[config.mk]
export PLATFORM = sky130hd
export DESIGN_NAME = kernel_stream_ctrl
export DESIGN_NICKNAME = d
export VERILOG_FILES = /design/src/rtl/kernel_stream_ctrl.sv
export SDC_FILE = /design/constraint.sdc
export NUM_CORES = 1
export LEC_CHECK = 0
export BUFFER_PORTS_ARGS = -buffer_cell sky130_fd_sc_hd__buf_2
export CAP_MARGIN = 20
export CORE_UTILIZATION = 38
export CTS_CLUSTER_SIZE = 24
export DETAILED_ROUTE_END_ITERATION = 8
export HOLD_SLACK_MARGIN = 0.15
export PLACE_DENSITY = 0.61
export SYNTH_ARGS = -nofsm -noshare
export SYNTH_HDL_FRONTEND = slang
export SYNTH_SLANG_ARGS = --single-unit
[constraint.sdc]
create_clock -name clk -period 2.4 [get_ports clk]
set_clock_uncertainty 0.15 [all_clocks]
set_input_delay 0.48 -clock clk [delete_from_list [all_inputs] [get_ports clk]]
set_output_delay 0.48 -clock clk [all_outputs]
set_load 0.01 [all_outputs]
[src/rtl/kernel_stream_ctrl.sv]
// Job and valid-tracking controller for a LAT-deep leaf datapath that freezes on stall.
// Optional stall-cycle counter (port stall_cnt) is built when KERNEL_STREAM_CTRL_PERF_EN is defined.
module kernel_stream_ctrl #(
    parameter int LAT  = 1,
    parameter int CNTW = 16
) (
    input  logic            clk,
    input  logic            rst,
    input  logic            start,
    input  logic [CNTW-1:0] nitems,
    input  logic            in_valid,
    output logic            in_ready,
    output logic            out_valid,
    input  logic            out_ready,
    output logic            stall,
    output logic            busy,
    output logic            done
`ifdef KERNEL_STREAM_CTRL_PERF_EN
    ,
    output logic [CNTW-1:0] stall_cnt
`endif
);

    typedef enum logic [1:0] {
        IDLE  = 2'd0,
        RUN   = 2'd1,
        DRAIN = 2'd2,
        DONE  = 2'd3
    } state_t;

    state_t          state;
    logic [LAT-1:0]  vpipe;
    logic [CNTW-1:0] nitems_q;
    logic [CNTW-1:0] issued;
    logic [CNTW-1:0] retired;
    logic            busy_q;
    logic            done_q;
    logic            accept;
    logic            retire;

    // Outputs are forced low while rst is held, even before the first reset edge lands.
    assign out_valid = vpipe[LAT-1] & ~rst;
    assign stall     = out_valid & ~out_ready;
    assign in_ready  = ~rst & (state == RUN) & ~stall & (issued < nitems_q);
    assign busy      = busy_q & ~rst;
    assign done      = done_q & ~rst;
    assign accept    = in_valid & in_ready;
    assign retire    = out_valid & out_ready;

    always_ff @(posedge clk) begin
        if (rst) begin
            state    <= IDLE;
            nitems_q <= '0;
            issued   <= '0;
            retired  <= '0;
            busy_q   <= 1'b0;
            done_q   <= 1'b0;
        end else begin
            busy_q <= 1'b0;
            done_q <= 1'b0;
            if (accept) begin
                issued <= issued + CNTW'(1);
            end
            if (retire) begin
                retired <= retired + CNTW'(1);
            end
            case (state)
                IDLE: begin
                    if (start) begin
                        issued  <= '0;
                        retired <= '0;
                        if (nitems != '0) begin
                            nitems_q <= nitems;
                            state    <= RUN;
                            busy_q   <= 1'b1;
                        end else begin
                            state  <= DONE;
                            done_q <= 1'b1;
                        end
                    end
                end
                RUN: begin
                    busy_q <= 1'b1;
                    if (issued == nitems_q) begin
                        state <= DRAIN;
                    end
                end
                DRAIN: begin
                    if (retired == nitems_q) begin
                        state  <= DONE;
                        done_q <= 1'b1;
                    end else begin
                        busy_q <= 1'b1;
                    end
                end
                default: begin
                    state <= IDLE;
                end
            endcase
        end
    end

    // Valid shadow of the datapath: frozen with it on stall, one bit per stage.
    always_ff @(posedge clk) begin
        if (rst) begin
            vpipe <= '0;
        end else if (!stall) begin
            vpipe[0] <= accept;
            for (int i = 1; i < LAT; i++) begin
                vpipe[i] <= vpipe[i-1];
            end
        end
    end

`ifdef KERNEL_STREAM_CTRL_PERF_EN
    logic [CNTW-1:0] stall_cnt_q;

    always_ff @(posedge clk) begin
        if (rst) begin
            stall_cnt_q <= '0;
        end else if ((state == IDLE) && start) begin
            stall_cnt_q <= '0;
        end else if (busy_q && stall && (stall_cnt_q != '1)) begin
            stall_cnt_q <= stall_cnt_q + CNTW'(1);
        end
    end

    assign stall_cnt = stall_cnt_q;
`endif

endmodule

# After elaboration in Yosys (flattened, before gate mapping)
# Cells that the tools add are included.
dict set report totals {
  ff_bits 53
  in_bits 21
  elab_cells 52
}
dict set report classes {
  addsub 2
  n_lt_le_gt_ge 1
  n_eq_ne 7
  muxes 19
  n_bitwise 12
  n_reduce_logical 4
}
# cell n
set ops {}
lappend ops {{$mux 16} 6}
lappend ops {{$add 16x1->16 const B} 2}
lappend ops {{$eq 16x16->1} 2}
lappend ops {{$lt 16x16->1} 1}
lappend ops {{$reduce_bool 16->1} 1}
lappend ops {{$and 1x1->1} 9}
lappend ops {{$mux 2} 4}
lappend ops {{$mux 1} 6}
lappend ops {{$pmux 2 s3} 1}
lappend ops {{$reduce_and 3->1} 2}
lappend ops {{$ne 2x2->1 const B} 2}
lappend ops {{$not 1->1} 3}
lappend ops {{$pmux 1 s3} 1}
lappend ops {{$eq 2x1->1 const B} 1}
lappend ops {{$eq 2x2->1 const B} 1}
lappend ops {{$logic_not 2->1} 1}
lappend ops {{$ne 2x1->1 const B} 1}
lappend ops {{$pmux 1 s2} 1}

# Longest topological paths before layout
dict set report depth {
  depth_word 10
  mapped_depth 8
}

# Least setup slack after synthesis
# No wires, ideal clock.
dict set report synth_timing {
  path_kind {register to output}
  start {register nitems_q[1]}
  end {output in_ready}
  t_arrival_ns 1.601
  required_ns 1.770
  path_slack_ns 0.169
  path_stages_with_launch 7
  n_path_buf 0
  cell_sequence {dfxtp_1 inv_1 ha_1 nor2b_1 o211a_1 o21ai_0 and3_1}
}
dict set report synth_via {
  elab_chain_cells 2
}
# item line
set synth_rtl {}
lappend synth_rtl {{start: declaration} 33} ;# logic [CNTW-1:0] nitems_q;
lappend synth_rtl {{start signal: assignment} 73} ;# nitems_q <= nitems;
lappend synth_rtl {{$lt 16x16->1} 44} ;# assign in_ready = ~rst & (state == RUN) & ~stall & (issued < nitems_q);
lappend synth_rtl {{$and 1x1->1} 44}
lappend synth_rtl {{end: declaration} 12} ;# output logic in_ready,
# No other way between the ends.

# Final worst setup path
dict set report layout_timing {
  start {register nitems_q[10]}
  end {output in_ready}
}
# Same word-level chain as after synthesis.

==> flow_summary.toml <==
[timing]
fin_crit_sh = 1.03
finalCriticalPeriod_ns = 2.47
slew_headroom = 0.643
rsz0062_at_grt = "yes"
fmax_mhz = 405
setup_violations = 1
hold_viol_final = 0
timing.hold.ws_ns = 0.225
tightest_slew_ns = 0.530
slew_violations = 0
setup_slack_ns = -0.0682

[finish]
drive_gt1_frac = 0.268
utilization = 0.485
areaGrowthSynthToFinish_pct = 20.6
antenna_cells = 0
final_area_mm2 = 0.00382
fin_nets = 454

[worst_setup_path]
cp.required_ns = 1.77
slowest_delay_ns = 0.34
path_max_fanout = 3
critPathCaptureType = "output port"
crit_chain = "inv_1 > ha_4 > nand4_1 > nor3_2 > o21ai_2 > and3_4 > buf_6"
start_kind = "flop"
critPathSlowestCell = "dfxtp_2"
r2r_start = "nitems_q[13]$_SDFFE_PP0P_"
worstPathBufferInverterCount = 2
path_class = "reg2out"
reg2reg_slack_ns = 0.11
r2r_cells = 8
arrival_ns = 1.84
critPathTopFamily = "simple AND/OR/NAND/NOR gates"
timing.rr.end = "state[1]$_SDFFE_PP0P_"

[yosys]
synthTopCellsByCount = "dfxtp_1, nor2_1, mux2i_1"
ys_top_cells_by_area = "dfxtp_1, mux2i_1, ha_1"
synth_fa_ha_area_frac = 0.0869
synth_edf_count = 0
synth_compound_area_frac = 0.0671
async_flop_share = 0
ys_ff_latch = 53
ys_warn_count = 0
ys.flop_type = "dfxtp_1"
synth_top_area_share = 0.335
ys_types = 40
synthesis.nets = 411
synth_xor_area_frac = 0.0801
syn_area_per_cell_um2 = 8.61
synth.area.mux_share = 0.0979
synth_top_family_by_area = "simple AND/OR/NAND/NOR gates"
syn_area_mm2 = 0.00317
synth-simple-area-share = 0.277
yosysMostFrequentCell = "dfxtp_1"
yosys.area.top_type = "dfxtp_1"
ys_seq_area_frac = 0.335
syn_inst = 368

[worst_hold_path]
min_delay_worst_endpoint = "vpipe$_SDFFE_PP0N_"
whs_path_depth = 2
min_path_type = "in2reg"
holdCritStartpoint = "in_valid"

[cts]
cts.path.max_buffers = 2
clkTransAtPathRegs_ns = 0.10
cts_sinks = 53
h-tree-depth = 2
cts_tree = "built"
ctsHoldBuffers = 0
clock_latency_ns = 0.32
cts_root_buffer = "clkbuf_8"
cts_made_buffers = 5

[place]
gp_congestion = 0.839
io_buffers = 25
placed_cell_area_mm2 = 0.00344
dp_hpwl_mm = 5.43

[grt]
track_usage = 0.190
grt_pass1_wl_mm = 12.6
grt_pass1_vias = 2587
overflow = 0
grt_max_degree = 29
antenna_found_initial = 0

[route]
drc = 0
vias = 2697
ant_nets = 0
routed_wl_mm = 7.66
wl_per_cell_um = 14.9
via_per_inst = 5.26
drtIter0Drc = 112
dr.pass1.iters = 4

[floorplanning]
pin_count = 26
start_util = 0.402
rows = 32
coreArea_mm2 = 0.00789
die_x_um = 93.3
die_h_um = 93.3
fp.dieArea_mm2 = 0.00871

[pwr]
p_per_area_mw_per_mm2 = 668
p_leak_nw = 1.43
vdd_drop_max_uv = 387

[outcome]
violations = "setup timing"
outcome = "complete, but fails checks"

[run]
drv_cap = 0
cells in the final DEF (no fill, tap or decap), types with 2 or more instances in the layout:
cell	netlist	layout
xor2_1	5	5
mux2i_1	31	31
o21ai_0	6	4
ha_1	22	15
nor4_1	10	8
nand2_1	28	27
nand3_1	10	10
buf_2	7	24
nor2b_1	7	6
nand4_1	19	19
and4_1	2	2
inv_2	0	4
ha_4	0	7
o31ai_1	3	3
nand2b_1	16	16
and2_1	2	2
a21oi_2	0	2
nor2_1	39	38
dfxtp_1	53	35
xnor2_1	24	24
or3_1	2	2
a21oi_1	14	12
nor3_1	4	3
nor4_2	7	9
and3_1	7	6
buf_4	0	25
dfxtp_2	0	18
clkbuf_8	0	6
inv_1	25	21
cell families (layout without fill, tap and decap cells):
kind of cell | after synthesis | in the layout
XOR/XNOR | 29 | 29
AO/OA/AOI/OAI | 34 | 34
adder cells (fa/ha/maj) | 22 | 22
buffers and inverters | 41 | 84
multiplexers | 31 | 31
AND/OR/NAND/NOR | 158 | 158
flip-flops | 53 | 53
flip-flops by register name, summed over array words and instances, names as in the netlist:
name	count
nitems_q	16
retired	16
issued	16
done_q	1
state	2
busy_q	1
vpipe	1
routing by layer:
| layer | GRT usage | part of all wire | vias to the layer above |
|---|---|---|---|
| met3 | 0.0350 | 0.040 | 8 |
| met1 | 0.248 | 0.47 | 1271 |
| met4 | 0.0577 | 0.015 | 0 |
| met2 | 0.319 | 0.47 | 53 |
| met5 | 0 | 0 | - |
| li1 | - | - | 1365 |
metrics by stage:
stage | setup TNS [ns] | std cells | power (mW) | setup slack, ns
5_1_grt | -0.168 | 513 | 2.71 | -0.168
3_3_place_gp | 0 | 490 | 1.84 | 0.0260
2_1_floorplan | 0 | 368 | 1.63 | 0.169
4_1_cts | -0.0290 | 512 | 2.52 | -0.0290
3_5_place_dp | -0.0162 | 490 | 1.86 | -0.0162
6_report | -0.0682 | 513 | 2.55 | -0.0682
worst max-delay path by stage:
stage	from	end	depth (start not counted)
after floorplan	nitems_q[1]$_SDFFE_PP0P_	in_ready	6
after global placement	nitems_q[11]$_SDFFE_PP0P_	issued[8]$_SDFF_PP0_	7
after detailed placement	nitems_q[11]$_SDFFE_PP0P_	issued[8]$_SDFF_PP0_	8
after CTS	nitems_q[9]$_SDFFE_PP0P_	in_ready	7
after global routing	nitems_q[14]$_SDFFE_PP0P_	in_ready	7
final	nitems_q[10]$_SDFFE_PP0P_	in_ready	7
final cells by class:
type	instances	area (µm²)
Fill cell	745	4060
Multi-Input combinational cell	274	2070
Sequential cell	53	1080
Timing Repair Buffer	52	354
Tap cell	102	128
Inverter	25	93.8
Clock buffer	6	82.6
Clock inverter	1	7.51
where the power goes:
part	internal [mW]	total (mW)	switching, mW
sequential	0.963	1.02	0.0551
combinational	0.452	1.01	0.556
clock	0.229	0.527	0.298
total	1.64	2.55	0.909
repair_timing:
item                                    4_1_cts  5_1_grt
buffers inserted                             15        0
resized for setup                            36        7
pin swaps                                    11        1
endpoints found under the setup margin        5       17
(Power assumes the default switching activity.)
